==> config.mk <==
export PLATFORM = sky130hd
export DESIGN_NAME = prescaler_prog
export DESIGN_NICKNAME = d
export VERILOG_FILES = /design/src/rtl/prescaler_prog.sv
export SDC_FILE = /design/constraint.sdc
export NUM_CORES = 1
export LEC_CHECK = 0
export CORE_ASPECT_RATIO = 2
export CORE_MARGIN = 1
export CORE_UTILIZATION = 54
export DETAILED_ROUTE_END_ITERATION = 8
export GPL_TIMING_DRIVEN = 0
export PLACE_DENSITY = 0.77
export SYNTH_ARGS = -nofsm -noshare
export SYNTH_HDL_FRONTEND = slang
export SYNTH_SLANG_ARGS = --single-unit
==> constraint.sdc <==
create_clock -name clk_in -period 11.1 [get_ports clk_in]
set_input_delay 2.22 -clock clk_in [delete_from_list [all_inputs] [get_ports clk_in]]
set_output_delay 2.22 -clock clk_in [all_outputs]
set_load 0.02 [all_outputs]
==> src/rtl/prescaler_prog.sv <==
// Runtime-programmable multi-channel clock prescaler: per-channel tick and square output.
// Optional one-shot mode is compiled in with `define PRESCALER_ONESHOT_EN.
module prescaler_prog #(
  parameter int MAIN_CLOCK = 50_000_000,
  parameter int CHANNELS   = 4,
  parameter int CNT_W      = 32,
  parameter int RESET_DIV  = MAIN_CLOCK / 1000,
  localparam int CH_W      = (CHANNELS > 1) ? $clog2(CHANNELS) : 1
) (
  input  logic                clk_in,
  input  logic                rst,
  input  logic [CHANNELS-1:0] ch_en,
`ifdef PRESCALER_ONESHOT_EN
  input  logic [CHANNELS-1:0] ch_oneshot,
`endif
  input  logic                sync,
  input  logic                cfg_valid,
  output logic                cfg_ready,
  input  logic [CH_W-1:0]     cfg_ch,
  input  logic [CNT_W-1:0]    cfg_div,
  output logic                cfg_err,
  output logic [CHANNELS-1:0] tick,
  output logic [CHANNELS-1:0] clk_out
);

  localparam logic ST_IDLE = 1'b0;
  localparam logic ST_PEND = 1'b1;
  localparam logic [CNT_W-1:0] RESET_DIV_W = CNT_W'(RESET_DIV);
  localparam logic [CH_W:0]    CH_LIM      = (CH_W + 1)'(CHANNELS);

  logic [CNT_W-1:0]    cnt_q [CHANNELS];
  logic [CNT_W-1:0]    cnt_d [CHANNELS];
  logic [CNT_W-1:0]    div_q [CHANNELS];
  logic [CNT_W-1:0]    div_d [CHANNELS];
  logic [CHANNELS-1:0] tick_q, tick_d;
  logic [CHANNELS-1:0] clk_q, clk_d;
  logic [CHANNELS-1:0] done_q, done_d;
  logic [CHANNELS-1:0] wrap, apply_ch, oneshot;
  logic                state_q, state_d;
  logic [CH_W-1:0]     pend_ch_q, pend_ch_d;
  logic [CNT_W-1:0]    pend_div_q, pend_div_d;
  logic                err_q, err_d;

`ifdef PRESCALER_ONESHOT_EN
  assign oneshot = ch_oneshot;
`else
  assign oneshot = '0;
`endif

  // Handshake: a request transfers on a clk_in edge where cfg_valid && cfg_ready;
  // cfg_ready stays low while a validated request waits for its channel to wrap.
  assign cfg_ready = (state_q == ST_IDLE);
  assign cfg_err   = err_q;
  assign tick      = tick_q;
  assign clk_out   = clk_q;

  always_comb begin
    for (int i = 0; i < CHANNELS; i++) begin
      wrap[i] = (cnt_q[i] == div_q[i] - 1'b1);
    end
  end

  always_comb begin
    state_d    = state_q;
    pend_ch_d  = pend_ch_q;
    pend_div_d = pend_div_q;
    err_d      = 1'b0;
    apply_ch   = '0;
    // A stopped or disabled channel has no period in flight, so it may take D at once.
    for (int i = 0; i < CHANNELS; i++) begin
      if (state_q == ST_PEND && pend_ch_q == CH_W'(i)) begin
        apply_ch[i] = sync | ~ch_en[i] | done_q[i] | wrap[i];
      end
    end
    case (state_q)
      ST_IDLE: begin
        if (cfg_valid) begin
          if (cfg_div < CNT_W'(2) || {1'b0, cfg_ch} >= CH_LIM) begin
            err_d = 1'b1;
          end else begin
            state_d    = ST_PEND;
            pend_ch_d  = cfg_ch;
            pend_div_d = cfg_div;
          end
        end
      end
      default: begin
        if (|apply_ch) state_d = ST_IDLE;
      end
    endcase
  end

  always_comb begin
    for (int i = 0; i < CHANNELS; i++) begin
      cnt_d[i]  = cnt_q[i];
      div_d[i]  = apply_ch[i] ? pend_div_q : div_q[i];
      tick_d[i] = 1'b0;
      clk_d[i]  = 1'b0;
      done_d[i] = done_q[i];
      if (sync || !ch_en[i]) begin
        cnt_d[i]  = '0;
        done_d[i] = 1'b0;
      end else if (done_q[i]) begin
        cnt_d[i] = '0;
      end else begin
        cnt_d[i]  = wrap[i] ? '0 : cnt_q[i] + 1'b1;
        tick_d[i] = wrap[i];
        clk_d[i]  = (cnt_q[i] < (div_q[i] >> 1));
        if (oneshot[i] && wrap[i]) done_d[i] = 1'b1;
      end
    end
  end

  always_ff @(posedge clk_in) begin
    if (rst) begin
      state_q    <= ST_IDLE;
      pend_ch_q  <= '0;
      pend_div_q <= '0;
      err_q      <= 1'b0;
      tick_q     <= '0;
      clk_q      <= '0;
      done_q     <= '0;
      for (int i = 0; i < CHANNELS; i++) begin
        cnt_q[i] <= '0;
        div_q[i] <= RESET_DIV_W;
      end
    end else begin
      state_q    <= state_d;
      pend_ch_q  <= pend_ch_d;
      pend_div_q <= pend_div_d;
      err_q      <= err_d;
      tick_q     <= tick_d;
      clk_q      <= clk_d;
      done_q     <= done_d;
      for (int i = 0; i < CHANNELS; i++) begin
        cnt_q[i] <= cnt_d[i];
        div_q[i] <= div_d[i];
      end
    end
  end

endmodule

# Word-level counts from Yosys, hierarchy flattened
# Memory sizes are Yosys's and may differ from the RTL's.
# Cells that the tools add are included.
[classes]
bitwise_logic = 27
n_reduce_logical = 24
n_eq_ne = 7
magnitude_cmp = 5
n_addsub = 8
shift = 0
n_mux = 40
div = 0
n_mul = 0
[ops]
columns = ["cell", "n"]
rows = [
  ["two-way mux 32 bit", 24],
  ["adder 32 x 1 -> 32 bit, second input constant", 4],
  ["== test 32 bit", 4],
  ["less-than comparator 32 x 31 -> 1 bit", 4],
  ["subtractor 32 x 1 -> 32 bit, second input constant", 4],
  ["less-than comparator 32 x 2 -> 1 bit, second input constant", 1],
  ["OR 1 bit", 20],
  ["two-way mux 1 bit", 16],
  ["OR reduction 3 bit", 5],
  ["OR reduction 2 bit", 4],
  ["NOT 1 bit", 7],
  ["== test 2 bit, second input constant", 2],
  ["logical AND 1 bit", 4],
  ["logical NOT 1 bit", 4],
  ["logical OR 1 bit", 4],
  ["OR reduction 4 bit", 1],
  ["AND reduction 3 bit", 1],
  ["== test 2 x 1 -> 1 bit, second input constant", 1],
  ["logical NOT 2 bit", 1],
]
[word_totals]
regBits = 48
latch_bits = 0
rom_bits = 0
inputBits = 42
ramBits = 256
mem_count = 2
word_cells = 129
[mem_list]
columns = ["memory", "words", "width", "rd", "rd_clocked_by_memory_dff", "wr", "line_no", "text"]
rows = [
  ["cnt_q", 4, 32, 4, 0, 4, "31", "logic [CNT_W-1:0] cnt_q [CHANNELS];"],
  ["div_q", 4, 32, 4, 0, 4, "33", "logic [CNT_W-1:0] div_q [CHANNELS];"],
]

# Longest topological paths before layout
[logic_depth]
depth_word = 8
mapped_depth = 13

# Least setup slack after synthesis
# Ideal clock, no wire load.
[synth_path]
path_kind = "input -> register"
from = "input cfg_div[24]"
to = "register pend_div_q[19]"
required_time_ns = 10.972
n_path_buf = 2
path_slack_ns = 7.123
arrival_time_ns = 3.849
path_stages = 7
cell_sequence = "nor4_1 nand4_1 o211ai_1 clkbuf_1 clkbuf_1 mux2i_1 nor2_1"
[synth_via]
elab_chain_len = 3
[synth_rtl]
columns = ["element", "line_no", "text"]
rows = [
  ["start: declaration", "20", "input logic [CNT_W-1:0] cfg_div,"],
  ["less-than comparator 32 x 2 -> 1 bit", "78", "if (cfg_div < CNT_W'(2) || {1'b0, cfg_ch} >= CH_LIM) begin"],
  ["NOT 1 bit (no source line)", "--", ""],
  ["AND reduction 3 bit (no source line)", "--", ""],
  ["end signal: assignment", "130", "pend_div_q <= pend_div_d;"],
  ["end: declaration", "41", "logic [CNT_W-1:0] pend_div_q, pend_div_d;"],
]
# No other way between the ends.
# A chain may end at the register's enable or synchronous reset.

==> results.json <==
{
  "powerDensity_nw_per_um2": 110.4,
  "drt_iter0_drc": 1196,
  "outcome": "finished clean",
  "yosysSeqAreaShare": 0.3072,
  "yosysWarnings": 0,
  "ctsResizeCount": 0,
  "die_y_um": 271.1,
  "cts_sinks": 300,
  "syn_avg_cell_area_um2": 8.039,
  "wire_per_inst_um": 19.43,
  "antenna_found_initial": 0,
  "cp-end-kind": "register",
  "crit_arrival_ns": 4.86,
  "root_buffer": "clkbuf_16",
  "hold_start": "div_q[0][30]",
  "cap_violations": 0,
  "yosysTopAreaCellShare": 0.3072,
  "clkLatencyLatePin_ns": 0.58,
  "numCtsBuffers": 28,
  "clkTransAtPathRegs_ns": 0.07,
  "max_freq_ghz": 0.2268,
  "synth_most_common_cell": "nor2_1",
  "core_area_um2": 35680,
  "setup_viol": 0,
  "rsz0062_at_grt": "no",
  "overflow": 0,
  "drc": 0,
  "synth_nets": 2602,
  "synthTopCellsByCount": "nor2_1, dfxtp_1, nand3_1",
  "post-cts-setup-buffer-count": 0,
  "grt_max_degree": 16,
  "finalCritPeriodShare": 0.3973,
  "dieArea_um2": 37020,
  "drtPass1Iterations": 8,
  "cts_tree": "yes",
  "grt_pass1_vias": 17890,
  "portBuffers": 51,
  "vias": 18190,
  "synthToLayoutAreaGrowth_pct": 10.79,
  "syn_inst": 2432,
  "detail-route-antenna-nets": 0,
  "row_count": 98,
  "cp.required_ns": 11.55,
  "grt_usage": 0.3132,
  "start_util": 0.5479,
  "critPathLaunch": "div_q[3][2]",
  "cp-start-kind": "register",
  "drive_above_1_share": 0.04181,
  "io_pins": 52,
  "htreeDepth": 1,
  "synth_flop_cell": "dfxtp_1",
  "crit_chain": "clkbuf_1, nor4_1, nand4_1, nor4_1, xnor2_1, a311oi_1, and4_1, nand4_1, nand3_1, clkbuf_1, nor2_1",
  "slew_headroom": 0.2807,
  "fin_worst_skew_ns": 0.01194,
  "setup_tns_ns": 0,
  "max-clock-path-buffers": 3,
  "diodes": 0,
  "die_w_um": 136.5,
  "hpwl_um": 45280,
  "netlist_area_um2": 19550,
  "fillCellCount": 3130,
  "cts_hold_buf": 0,
  "synth.distinct_cells": 83,
  "hold_viol_final": 0,
  "final_nets": 2683,
  "yosysTopAreaCell": "dfxtp_1",
  "critPathMaxStageDelay_ns": 0.91,
  "slowest_stage": "nor4_1",
  "routed_wl_um": 58010,
  "r2r_setup_slack_ns": 6.69,
  "synthTopCellsByArea": "dfxtp_1, ha_1, xnor2_1",
  "min_period_ns": 4.410,
  "synth-edff-count": 0,
  "routed_via_density": 6.094,
  "r2r_start": "div_q[3][2]",
  "async_flop_share": 0,
  "crit_type": "reg2reg",
  "slew_violations": 0,
  "grt_pass1_wl_um": 90740,
  "cp_max_fo": 10,
  "globalplace.congestion": 0.9482,
  "peakVddDrop_uv": 138.2,
  "min_path_type": "reg2reg",
  "ys_ff_latch": 300,
  "hold_ws_ns": 0.4859,
  "leakage_nw": 8.308,
  "worst_pin_slew_ns": 1.069
}
==> cell usage in the layout (no fill, tap or decap), drive strengths merged, types with 13 or more instances in the layout <==
master and n:
buf 27, and4 13, xnor2 145, a21oi 104
dfxtp 300, a21o 66, xor2 136, nand4 82
o211ai 19, nor4 56, nand3 163, nor2 310
nand2 155, or4 18, inv 145, nor3 45
clkbuf 126, nand2b 15, o21ai 104, mux2i 95
clkdlybuf4s50 51, ha 128, and3 40
==> cell families (layout without fill, tap and decap cells) <==
family	after synthesis	after routing	share of synthesized area
mux	98	98	0.05036
fa+ha+maj	128	128	0.08191
compound gates	392	392	0.1287
xor+xnor	281	281	0.1259
flops	300	300	0.3072
simple gates	973	973	0.2530
buf+inv	260	363	0.05293
==> area by class of cell <==
type | instances | area, um^2 | share of cell area
multi-input cells | 1872 | 12510 | 0.5776
repair buffers | 51 | 510.5 | 0.02357
flip-flops and latches | 300 | 6006 | 0.2773
plain buffers | 115 | 490.5 | 0.02264
clock buffers | 38 | 799.5 | 0.03691
clock inverters | 14 | 236.5 | 0.01092
well taps | 450 | 563.0 | 0.02599
inverters | 145 | 544.3 | 0.02513
==> metal layers <==
layer	vias to the layer above	global-route usage	wire [um]
li1	8713	-	-
met1	8617	0.3282	20990
met2	627	0.5795	30210
met3	234	0.03579	2952
met4	0	0.1915	3856
met5	-	0	0
==> state kept, by name, indices dropped and copies added (netlist names) <==
signal	cells
pend_ch_q	2
clk_out	4
cnt_q	128
tick	4
state_q	1
div_q	128
pend_div_q	32
cfg_err	1
==> critical path, delay by kind of cell (launching register included) <==
family / cells / cell delay, ns
AO/OA/AOI/OAI: 1 / 0.33
XOR/XNOR: 1 / 0.12
buffers and inverters: 2 / 0.62
flip-flops: 1 / 0.30
AND/OR/NAND/NOR: 7 / 2.89
==> report_power, final <==
part	switching [mW]	total, mW	internal (mW)
Combinational	0.0996	0.169	0.0693
Clock	0.444	1.09	0.646
Sequential	0.0402	1.13	1.09
Total	0.584	2.39	1.81
==> final timing paths <==
| path | end | cells past startpoint |
|---|---|---|
| max reg2reg | cnt_q[3][25] | 11 |
| min reg2reg | div_q[0][30] | 2 |
| max | cnt_q[3][25] | 11 |
| min | div_q[0][30] | 2 |
==> per-stage QoR <==
step           worst slack (ns)  area (um^2)  total power, mW    util  cells
2_1_floorplan             7.123        19550            1.248       -   2432
3_3_place_gp              6.288        20620            1.316  0.5780   2933
3_5_place_dp              6.277        20620            1.321  0.5780   2933
4_1_cts                   6.794        21660            2.404  0.6071   2985
5_1_grt                   6.404        21660            2.456  0.6071   2985
6_report                  6.690        21660            2.392  0.6071   2985
Power figures use the tool's default switching activity.
